===== src/rtl/bus_controller.sv =====
// 68000 bus-cycle controller: chip-select decode, per-region wait states,
// DTACK merge with the DRAM controller, bus-error watchdog and boot overlay.
module bus_controller #(
  parameter int ROM_WS       = 2,
  parameter int SRAM_WS      = 0,
  parameter int IO_WS        = 4,
  parameter int BERR_TIMEOUT = 64,
  parameter int BOOT_CYCLES  = 4
) (
  input  logic        CLK,
  input  logic        RST,
  input  logic        AS,
  input  logic [23:0] ADDR_IN,
  input  logic        DTACK_DRAM,
  output logic        CS_ROM,
  output logic        CS_SRAM,
  output logic        CS_IO,
  output logic        DTACK,
  output logic        BERR
);

  localparam logic [2:0] S_IDLE      = 3'd0;
  localparam logic [2:0] S_WAIT      = 3'd1;
  localparam logic [2:0] S_ACK       = 3'd2;
  localparam logic [2:0] S_EXT       = 3'd3;
  localparam logic [2:0] S_BERR_HOLD = 3'd4;

  localparam int WS_W   = 8;
  localparam int WD_W   = $clog2(BERR_TIMEOUT + 1);
  localparam int BOOT_W = (BOOT_CYCLES < 1) ? 1 : $clog2(BOOT_CYCLES + 1);

  logic [2:0]        state_q, state_d;
  logic              cs_rom_q, cs_rom_d;
  logic              cs_sram_q, cs_sram_d;
  logic              cs_io_q, cs_io_d;
  logic              dtack_q, dtack_d;
  logic              berr_q, berr_d;
  logic [WS_W-1:0]   wait_cnt_q, wait_cnt_d;
  logic [WD_W-1:0]   wd_cnt_q, wd_cnt_d;
  logic [BOOT_W-1:0] boot_cnt_q, boot_cnt_d;

  logic [3:0] addr_hi;
  logic       boot_active;
  logic       sel_low, sel_io, sel_rom_hi;
  logic       wd_expired;
  logic       end_cycle;
  logic       unused_addr;

  assign addr_hi     = ADDR_IN[23:20];
  assign unused_addr = ^ADDR_IN[19:0];
  assign boot_active = (boot_cnt_q < BOOT_W'(BOOT_CYCLES));
  assign sel_low     = (addr_hi == 4'h0);
  assign sel_io      = (addr_hi == 4'hE);
  assign sel_rom_hi  = (addr_hi == 4'hF);

  // Low on either source acknowledges the CPU.
  assign DTACK   = dtack_q & DTACK_DRAM;
  assign CS_ROM  = cs_rom_q;
  assign CS_SRAM = cs_sram_q;
  assign CS_IO   = cs_io_q;
  assign BERR    = berr_q;

  // A simultaneous DTACK keeps the timeout from firing.
  assign wd_expired = (wd_cnt_q >= WD_W'(BERR_TIMEOUT - 1)) && !AS && DTACK;

  always_comb begin
    state_d    = state_q;
    cs_rom_d   = cs_rom_q;
    cs_sram_d  = cs_sram_q;
    cs_io_d    = cs_io_q;
    dtack_d    = dtack_q;
    berr_d     = berr_q;
    wait_cnt_d = wait_cnt_q;
    boot_cnt_d = boot_cnt_q;
    end_cycle  = 1'b0;

    case (state_q)
      S_IDLE: begin
        if (!AS) begin
          if (sel_rom_hi || (sel_low && boot_active)) begin
            cs_rom_d   = 1'b0;
            wait_cnt_d = WS_W'(ROM_WS);
            state_d    = S_WAIT;
          end else if (sel_low) begin
            cs_sram_d  = 1'b0;
            wait_cnt_d = WS_W'(SRAM_WS);
            state_d    = S_WAIT;
          end else if (sel_io) begin
            cs_io_d    = 1'b0;
            wait_cnt_d = WS_W'(IO_WS);
            state_d    = S_WAIT;
          end else begin
            // DRAM and unmapped space both wait on the external ack or watchdog.
            state_d = S_EXT;
          end
        end
      end
      S_WAIT: begin
        if (AS) begin
          end_cycle = 1'b1;
        end else if (wait_cnt_q == '0) begin
          dtack_d = 1'b0;
          state_d = S_ACK;
        end else if (wd_expired) begin
          berr_d  = 1'b0;
          state_d = S_BERR_HOLD;
        end else begin
          wait_cnt_d = wait_cnt_q - 1'b1;
        end
      end
      S_ACK: begin
        if (AS) end_cycle = 1'b1;
      end
      S_EXT: begin
        if (AS) begin
          end_cycle = 1'b1;
        end else if (wd_expired) begin
          berr_d  = 1'b0;
          state_d = S_BERR_HOLD;
        end
      end
      S_BERR_HOLD: begin
        if (AS) end_cycle = 1'b1;
      end
      default: state_d = S_IDLE;
    endcase

    // Every finished or aborted cycle counts towards leaving the boot overlay.
    if (end_cycle) begin
      state_d   = S_IDLE;
      cs_rom_d  = 1'b1;
      cs_sram_d = 1'b1;
      cs_io_d   = 1'b1;
      dtack_d   = 1'b1;
      berr_d    = 1'b1;
      if (boot_active) boot_cnt_d = boot_cnt_q + 1'b1;
    end
  end

  always_comb begin
    wd_cnt_d = wd_cnt_q;
    if (AS) begin
      wd_cnt_d = '0;
    end else if (DTACK && (wd_cnt_q < WD_W'(BERR_TIMEOUT))) begin
      wd_cnt_d = wd_cnt_q + 1'b1;
    end
  end

  always_ff @(posedge CLK) begin
    if (!RST) begin
      state_q    <= S_IDLE;
      cs_rom_q   <= 1'b1;
      cs_sram_q  <= 1'b1;
      cs_io_q    <= 1'b1;
      dtack_q    <= 1'b1;
      berr_q     <= 1'b1;
      wait_cnt_q <= '0;
      wd_cnt_q   <= '0;
      boot_cnt_q <= '0;
    end else begin
      state_q    <= state_d;
      cs_rom_q   <= cs_rom_d;
      cs_sram_q  <= cs_sram_d;
      cs_io_q    <= cs_io_d;
      dtack_q    <= dtack_d;
      berr_q     <= berr_d;
      wait_cnt_q <= wait_cnt_d;
      wd_cnt_q   <= wd_cnt_d;
      boot_cnt_q <= boot_cnt_d;
    end
  end

endmodule

===== config.mk =====
export PLATFORM = sky130hd
export DESIGN_NAME = bus_controller
export DESIGN_NICKNAME = d
export VERILOG_FILES = /design/src/rtl/bus_controller.sv
export SDC_FILE = /design/constraint.sdc
export NUM_CORES = 1
export LEC_CHECK = 0
export BUFFER_PORTS_ARGS = -buffer_cell sky130_fd_sc_hd__buf_2
export CAP_MARGIN = 20
export CORE_MARGIN = 4
export CORE_UTILIZATION = 45
export CTS_CLUSTER_DIAMETER = 200
export DETAILED_ROUTE_END_ITERATION = 16
export HOLD_SLACK_MARGIN = 0.02
export PLACE_DENSITY_LB_ADDON = 0.12
export SLEW_MARGIN = 20
export SYNTH_ARGS = -nofsm -noshare
export SYNTH_HDL_FRONTEND = slang
export SYNTH_SLANG_ARGS = --single-unit

===== constraint.sdc =====
create_clock -name CLK -period 2.1 [get_ports CLK]
set_input_delay 0.105 -clock CLK [delete_from_list [all_inputs] [get_ports CLK]]
set_output_delay 0.105 -clock CLK [all_outputs]
set_load 0.03 [all_outputs]

After elaboration in Yosys (flattened, before gate mapping) --
Index checks and enable logic that the tools add are counted.
Word-level totals: register bits after elaboration 26, output and inout bits 5, word-level logic and storage cells 80
Operators by class: $add $sub $neg 3, $lt $le $gt $ge 3, equal/unequal tests 12, muxes and demuxes 24, bitwise gates (word level) 6, reduce and logical (&&, ||, !) cells 23
Operators with widths (count):
- 8-bit 2-to-1 mux | 7
- 8-bit one-hot mux with 2 select lines | 1
- 3-bit 2-to-1 mux | 5
- 3-bit one-hot mux with 4 select lines | 1
- 4-bit AND reduction | 3
- 2-bit inequality test, second input constant | 5
- 4-bit == test, second input constant | 2
- 8-bit zero test | 1
- 8-bit by 1-bit subtractor with 8-bit output, second input constant | 1
- 7-bit by 1-bit adder with 7-bit output, second input constant | 1
- 7-bit by 6-bit >= comparator with 1-bit output, second input constant | 1
- 7-bit less-than comparator, second input constant | 1
- 3-bit by 2-bit == test with 1-bit output, second input constant | 2
- 1-bit 2-to-1 mux | 6
- 2-bit 2-to-1 mux | 3
- 3-bit AND reduction | 2
- 6-bit AND reduction | 1
- 2-bit OR reduction | 3
- 1-bit NOT | 5
- 5-bit AND reduction | 1
- 1-bit logical AND | 4
- 4-bit zero test | 1
- 4-bit inequality test, second input constant | 1
- 2-bit nonzero test | 2
- 11 further kinds | 11

Depth between registers and ports, before layout --
Gate-level depths: netlist of run 1.
depth after elaboration 7, gate-level depth with buffers 8, mapped depth without buffers 7

Worst setup path before layout of run 1 --
Ideal clock, no wire load.
path type register to register, start register wd_cnt_q[0], end register wait_cnt_q[7], setup time 0.070 ns, arrival time 1.795 ns, data required time 2.030 ns, slack 0.235 ns, cell stages (with the launch flop) 7, cell sequence dfxtp_1 ha_1 a211oi_1 o31ai_1 a211o_2 or4_1 a21oi_1
Between the ends: cells in the longest elaborated chain, start to end 5
RTL lines:
- start, declared | RTL line 39 | logic [WD_W-1:0] wd_cnt_q, wd_cnt_d;
- start signal, assigned | RTL line 168 | wd_cnt_q <= wd_cnt_d;
- 7-bit by 6-bit >= comparator with 1-bit output | RTL line 64 | assign wd_expired = (wd_cnt_q >= WD_W'(BERR_TIMEOUT - 1)) && !AS && DTACK;
- 1-bit logical AND (2 in series) | RTL line 64
- 2-bit inequality test (no line)
- 6-bit AND reduction (no line)
- end signal, assigned | RTL line 167 | wait_cnt_q <= wait_cnt_d;
- end, declared | RTL line 38 | logic [WS_W-1:0] wait_cnt_q, wait_cnt_d;
No other way between the ends. A chain may end at the register's enable or synchronous reset.

Final worst setup path of run 1 --
start register wait_cnt_q[0], end register wait_cnt_q[7]
Between the ends: cells in the longest elaborated chain, start to end 5, elaborated cells between the ends (all ways) 8, classes of those cells add/sub (1); eq/ne (1); mux (4); reduce/logical (2)
RTL lines:
- 8-bit by 1-bit subtractor with 8-bit output | RTL line 108 | wait_cnt_d = wait_cnt_q - 1'b1;
- 8-bit 2-to-1 mux | RTL line 104 | end else if (wd_expired) begin
- 8-bit 2-to-1 mux | RTL line 101 | end else if (wait_cnt_q == '0) begin
- 8-bit 2-to-1 mux | RTL line 99 | if (AS) begin
- 8-bit one-hot mux with 2 select lines | RTL line 77 | case (state_q)
Several ways; a longest one is shown, not always the timed one. The select of a mux whose other input is x is not followed.

==> impl_metrics.csv, run 1 <==
group,metric,value,unit
placement,post_dp_cell_area,0.001374,mm^2
logic_synthesis,synth.area.top_cells,"dfxtp_1 (40%), nor2_1 (3.8%), nand3_1 (3.5%)",
logic_synthesis,synthCells,149,
cts,cts_tree,"done",
floorplanning,dieArea,0.003793,mm^2
floorplanning,start_util,46.87,%
timing,final_hold_viol_count,0,
run_status,status,"finished clean",
drt,ant_nets,0,
floorplanning,rows,19,
critical_path,endpoint_kind,"flop",
critical_path,path_delay_family,"simple AND/OR/NAND/NOR gates",
timing,worst_pin_slew,0.4408,ns
critical_path,crit_path_start_kind,"flop",
drt,num_vias,1092,
final_layout,nets,193,
logic_synthesis,synth_top_family_by_area,"simple AND/OR/NAND/NOR gates",
final_layout,fin_area,0.001419,mm^2
floorplanning,core-area,0.002758,mm^2
logic_synthesis,yosys.area.top_type,"dfxtp_1",
drt,drc,0,
timing,period_needed,2.001,ns
placement,dpl_worst_slack,0.05654,ns
floorplanning,dieWidth,61.59,um
placement,dpl.hpwl,1877,um
logic_synthesis,avgSynthCellArea,8.674,um^2
timing,final.period_utilization,95.31,%
critical_path,critPathBufInv,1,
final_layout,num_antenna_cells,0,
timing,hold_ws,0.07275,ns
critical_path,crit_fanout,6,
timing,skew,0.002923,ns
grt,grt_pass1_wl,4250,um
pwr,p_per_area,684.6,mW/mm^2
cts,path_clk_slew,0.14,ns
grt,grt_antenna_before_repair,0,
drt,vias_per_cell,5.717,
placement,place.gp.congestion,0.7678,
timing,slew_violations,0,
timing,timing.fmax,499.6,MHz
floorplanning,io_pins,33,
final_layout,final_core_util,51.45,%
drt,drt_iter0_drc,22,
drt,dr.pass1.iters,4,
logic_synthesis,synth-simple-area-share,28.85,%
worst_hold_path,hp-class,"in -> reg",
pwr,leakage,0.0005382,uW
grt,grt_usage,15.07,%
final_layout,layout_common_cells,"dfxtp_1 (26), nor2_1 (13), nand2_1 (12), buf_2 (12), nand3_1 (9)",
drt,drt_wl_total,2559,um
logic_synthesis,synth_adder_area_share,2.904,%
cts,post_cts.repair.setup_buffers,0,
critical_path,worst-setup-path-type,"reg -> reg",
pwr,peakVddDrop,0.4098,mV
logic_synthesis,synth_area,0.001292,mm^2
cts,postCtsResizedCells,0,
cts,cts_made_buffers,3,
timing,rsz0062_at_grt,"false",
timing,maxSlewHeadroom,70.55,%
logic_synthesis,synthesis.nets,180,
logic_synthesis,yosys.area.top_type_share,40.27,%
timing,setup_viol,0,
floorplanning,die_y,61.59,um
logic_synthesis,synthFlopType,"dfxtp_1",
critical_path,cp.arrival,2.26,ns
logic_synthesis,synth-compound-area-share,17.42,%
cts,cts_buffer_depth,2,
grt,grt_pass1_vias,1008,
final_layout,fill_cells,272,
critical_path,slowest_delay,0.48,ns
job,drv_cap,0,
timing,tns,0,ns
placement,numPortBuffers,12,
logic_synthesis,yosys.cell_types.count,42,
logic_synthesis,async_reset_ff_share,0,%
logic_synthesis,synth-seq-area-share,40.27,%
cts,cts-hold-fix-buffers,0,
final_layout,final_common_cell,"dfxtp_1",
cts,h-tree-depth,1,
grt,overflow,0,
cts,cts-root-buf,"clkbuf_4",
timing,worst_slack,0.09859,ns
final_layout,drive_above_1_share,18.75,%
cts,clk_latency,0.31,ns
critical_path,critPathSlowestCell,"or4_1",
logic_synthesis,synth_warnings,0,
cts,cts_sinks,26,
logic_synthesis,synth_mux_area_share,1.549,%
critical_path,path_cells,"inv_1 > ha_1 > or2b_4 > nor3_4 > a211o_2 > or4_1 > a21oi_1",
grt,grt_max_degree,15,
drt,wl_per_cell,13.40,um
final_layout,synthToLayoutAreaGrowth,9.777,%
logic_synthesis,synth_xor_xnor_area_share,4.743,%
logic_synthesis,synth_edf_count,0,
critical_path,worst_ep_required_time,2.36,ns
logic_synthesis,ys_ff_latch,26,
report_power, final:
part	total, uW	internal, uW	leakage [uW]	switching [uW]
Clock	210	67.1	0.0000138	142
Sequential	545	518	0.000211	26.5
Combinational	217	96.8	0.000313	120
Total	971	682	0.000538	289
cells in the mapped netlist, drive strengths merged (3+ instances only):
cell type  count
nor3           3
xor2           4
inv            4
nor2          13
o31ai          4
dfxtp         26
o211ai         3
a21oi          8
nand2         12
or4            8
ha             3
or3            5
nand3          9
o21ai          8
xnor2          3
clkbuf         6
worst min-delay path, cell delays in order:
cell	delay, ns
buf_2	0.11
o31ai_1	0.07
nand3_1	0.07
registers in the layout (all words and copies together), names as in the netlist:
name / count
BERR: 1
CS_IO: 1
CS_ROM: 1
CS_SRAM: 1
boot_cnt_q: 3
dtack_q: 1
state_q: 3
wait_cnt_q: 8
wd_cnt_q: 7
per-layer routing:
| metal | vias up | GRT usage (%) | routed length (um) |
|---|---|---|---|
| li1 | 571 | - | - |
| met1 | 507 | 17.82 | 1249 |
| met2 | 12 | 26.16 | 1221 |
| met3 | 2 | 3.145 | 67 |
| met4 | 0 | 6.364 | 20 |
| met5 | - | 0 | 0 |
metrics by stage:
stage | std cells | power, uW
CTS | 190 | 974.7
detailed placement | 187 | 761.0
global placement | 187 | 757.1
floorplan | 149 | 716.2
global route | 191 | 1038
finish | 191 | 971.3
cell families (layout without fill, tap and decap cells):
| family | count (synthesis) | count (layout) |
|---|---|---|
| multiplexers | 2 | 2 |
| XOR/XNOR | 7 | 7 |
| AO/OA/AOI/OAI | 34 | 35 |
| flip-flops | 26 | 26 |
| buffers and inverters | 12 | 22 |
| AND/OR/NAND/NOR | 65 | 65 |
| adder cells (fa/ha/maj) | 3 | 3 |
layout make-up:
cell class / instances / area [um^2] / share of cell area (%)
clock buffer: 3 / 22.52 / 1.587
inverter: 4 / 15.01 / 1.058
multi-input combinational: 112 / 739.5 / 52.12
sequential: 26 / 520.5 / 36.68
tap: 31 / 38.79 / 2.734
timing repair buffer: 15 / 82.58 / 5.820
worst paths after layout:
path            startpoint  slack [ns]       endpoint  cells after the start
max          wait_cnt_q[0]         0.1  wait_cnt_q[7]                      7
min reg2reg           BERR        0.47           BERR                      1
min            ADDR_IN[20]        0.07          CS_IO                      3
max reg2reg  wait_cnt_q[0]         0.1  wait_cnt_q[7]                      7
Power figures use the tool's default switching activity.
==> run 2, diff against run 1 <==
--- a/config.mk
+++ b/config.mk
@@ -5,7 +5,7 @@
 export SDC_FILE = /design/constraint.sdc
 export NUM_CORES = 1
 export LEC_CHECK = 0
-export BUFFER_PORTS_ARGS = -buffer_cell sky130_fd_sc_hd__buf_2
+export BUFFER_PORTS_ARGS = -buffer_cell sky130_fd_sc_hd__clkbuf_2
 export CAP_MARGIN = 20
 export CORE_MARGIN = 4
 export CORE_UTILIZATION = 45
@@ -13,6 +13,7 @@
 export DETAILED_ROUTE_END_ITERATION = 16
 export HOLD_SLACK_MARGIN = 0.02
 export PLACE_DENSITY_LB_ADDON = 0.12
+export RECOVER_POWER = 50
 export SLEW_MARGIN = 20
 export SYNTH_ARGS = -nofsm -noshare
 export SYNTH_HDL_FRONTEND = slang
==> run 2 against run 1 <==
Against the previous run:
- wire length increased by 0.51%
- cell count grew 0.52%
- critical endpoint unchanged
- via count shrank 2.7%
- critical path type unchanged
- worst hold slack lost 0.00076 ns
- sequential cell count is the same
==> impl_metrics.csv, run 2 (synthesis gave the netlist of run 1 again) <==
group,metric,value,unit
final_layout,regMostFlops,"wait_cnt_q",
final_layout,layout_common_cells,"dfxtp_1 (26), nor2_1 (13), nand2_1 (12)",
critical_path,worstReg2RegStart,"wd_cnt_q[1]",
cts,postCtsResizedCells,0,
critical_path,slowest_delay,0.47,ns
drt,wl_per_cell,13.40,um
floorplanning,die_y,61.59,um
worst_hold_path,holdPathEnd,"CS_IO",
critical_path,path_delay_family,"compound AO/OA/AOI/OAI gates",
floorplanning,core-area,0.002758,mm^2
pwr,p_int,720.5,uW
final_layout,final_common_cell,"dfxtp_1",
critical_path,endpoint_kind,"flop",
cts,cts_made_buffers,3,
pwr,switching_share,29.20,%
floorplanning,dieArea,0.003793,mm^2
critical_path,critPathSlowestCell,"or4_1",
timing,maxSlewHeadroom,71.10,%
critical_path,cp.arrival,2.26,ns
drt,ant_nets,0,
critical_path,r2r_end,"wait_cnt_q[7]",
cts,h-tree-depth,1,
grt,grt_antenna_before_repair,0,
floorplanning,rows,19,
timing,setup_viol,0,
grt,grt_pass1_wl,4264,um
timing,skew,0.007705,ns
grt,overflow,0,
placement,dpl.hpwl,1871,um
timing,tns,0,ns
drt,vias_per_cell,5.531,
pwr,peakVddDrop,0.4198,mV
placement,place.gp.congestion,0.7674,
timing,timing.fmax,498.8,MHz
critical_path,worst_ep_required_time,2.36,ns
cts,clk_latency,0.32,ns
worst_hold_path,worstHoldStart,"ADDR_IN[20]",
grt,grt_max_degree,15,
drt,dr.pass1.iters,4,
floorplanning,dieWidth,61.59,um
final_layout,final_core_util,51.59,%
pwr,p_sw,297.1,uW
cts,cts_sinks,26,
timing,slew_violations,0,
critical_path,path_cells,"ha_1 > a211oi_2 > o31ai_2 > a211o_2 > or4_1 > a21oi_1",
final_layout,nets,193,
timing,period_needed,2.005,ns
final_layout,reg_top3,"wait_cnt_q (8), wd_cnt_q (7)",
timing,final.period_utilization,95.48,%
worst_hold_path,hold_depth,3,
pwr,p_seq_share,53.5,%
job,drv_cap,0,
cts,cts_buffer_depth,2,
critical_path,crit_fanout,6,
critical_path,rr_worst_depth,6,
placement,numPortBuffers,12,
drt,num_vias,1062,
timing,rsz0062_at_grt,"false",
final_layout,synthToLayoutAreaGrowth,10.07,%
drt,drc,0,
critical_path,critPathBufInv,0,
run_status,status,"finished clean",
pwr,p_per_area,715.3,mW/mm^2
floorplanning,io_pins,33,
pwr,leakage,0.0005353,uW
pwr,clockPowerShare,25.0,%
cts,cts-hold-fix-buffers,0,
cts,cts_tree,"done",
final_layout,drive_above_1_share,15.53,%
floorplanning,start_util,46.87,%
drt,drt_iter0_drc,25,
worst_hold_path,hp-class,"in -> reg",
drt,drt_wl_total,2572,um
timing,final_hold_viol_count,0,
grt,grt_pass1_vias,975,
cts,path_clk_slew,0.14,ns
final_layout,largest_reg_flops,8,
final_layout,num_antenna_cells,0,
cts,cts-root-buf,"clkbuf_4",
critical_path,worst-setup-path-type,"reg -> reg",
critical_path,crit_path_start_kind,"flop",
timing,worst_pin_slew,0.4325,ns
critical_path,r2r_slack,0.09,ns
pwr,combPwrFrac,21.4,%
cts,post_cts.repair.setup_buffers,0,
grt,grt_usage,15.18,%
## run 2: cell count changes in the layout (fill, tap and decap cells not counted)
cell      delta
clkbuf_2     +7
buf_2       -12
clkbuf_1     +6
buf_4        -1
clkbuf_8     +1
## run 2: worst reg2reg max path: stages (launching register included)
cell and delay, ns:
dfxtp_1 0.37, ha_1 0.21, a211oi_2 0.24, o31ai_2 0.12, a211o_2 0.38, or4_1 0.47, a21oi_1 0.15
## run 2: cell type report
| class | instances | area (um^2) |
|---|---|---|
| repair buffers | 15 | 72.57 |
| well taps | 31 | 38.79 |
| flip-flops and latches | 26 | 520.5 |
| inverters | 4 | 15.01 |
| multi-input cells | 112 | 739.5 |
| clock buffers | 4 | 36.28 |
| fillers | 281 | 1335 |
## run 2: how the worst max path moves through the flow
stage	from	endpoint	slack, ns	cells after the start
after global placement	wait_cnt_q[0]	wait_cnt_q[7]	0.07	7
final	wd_cnt_q[1]	wait_cnt_q[7]	0.09	6
after floorplan	wd_cnt_q[0]	wait_cnt_q[7]	0.23	6
after global routing	wd_cnt_q[1]	wait_cnt_q[7]	0.01	6
after CTS	wait_cnt_q[0]	wait_cnt_q[7]	0.03	7
after detailed placement	wait_cnt_q[0]	wait_cnt_q[7]	0.07	7
## run 2: metal layers
metal  up-vias  routed length (um)  track usage (%)
li1        571                   -                -
met1       479                1302            19.19
met2        10                1185            24.96
met3         2                  63            3.145
met4         0                  20            6.364
met5         -                   0                0
## run 2: power groups by stage
stage	Combinational, uW	Sequential [uW]	Clock [uW]
6_report	218	545	255
5_1_grt	244	549	288
4_1_cts	209	544	269
3_5_place_dp	207	554	0
3_3_place_gp	203	554	0
2_1_floorplan	171	545	0
## run 2: stage by stage
stage	instance area (um^2)	instances	setup slack, ns	hold slack (ns)	power, uW
floorplan	1292	149	0.2348	0.2548	716.2
global placement	1374	187	0.06795	0.4045	757.0
detailed placement	1374	187	0.06527	0.4056	761.8
CTS	1410	191	0.02784	0.05037	1021
global route	1423	192	0.01277	0.07173	1081
finish	1423	192	0.09500	0.07200	1018
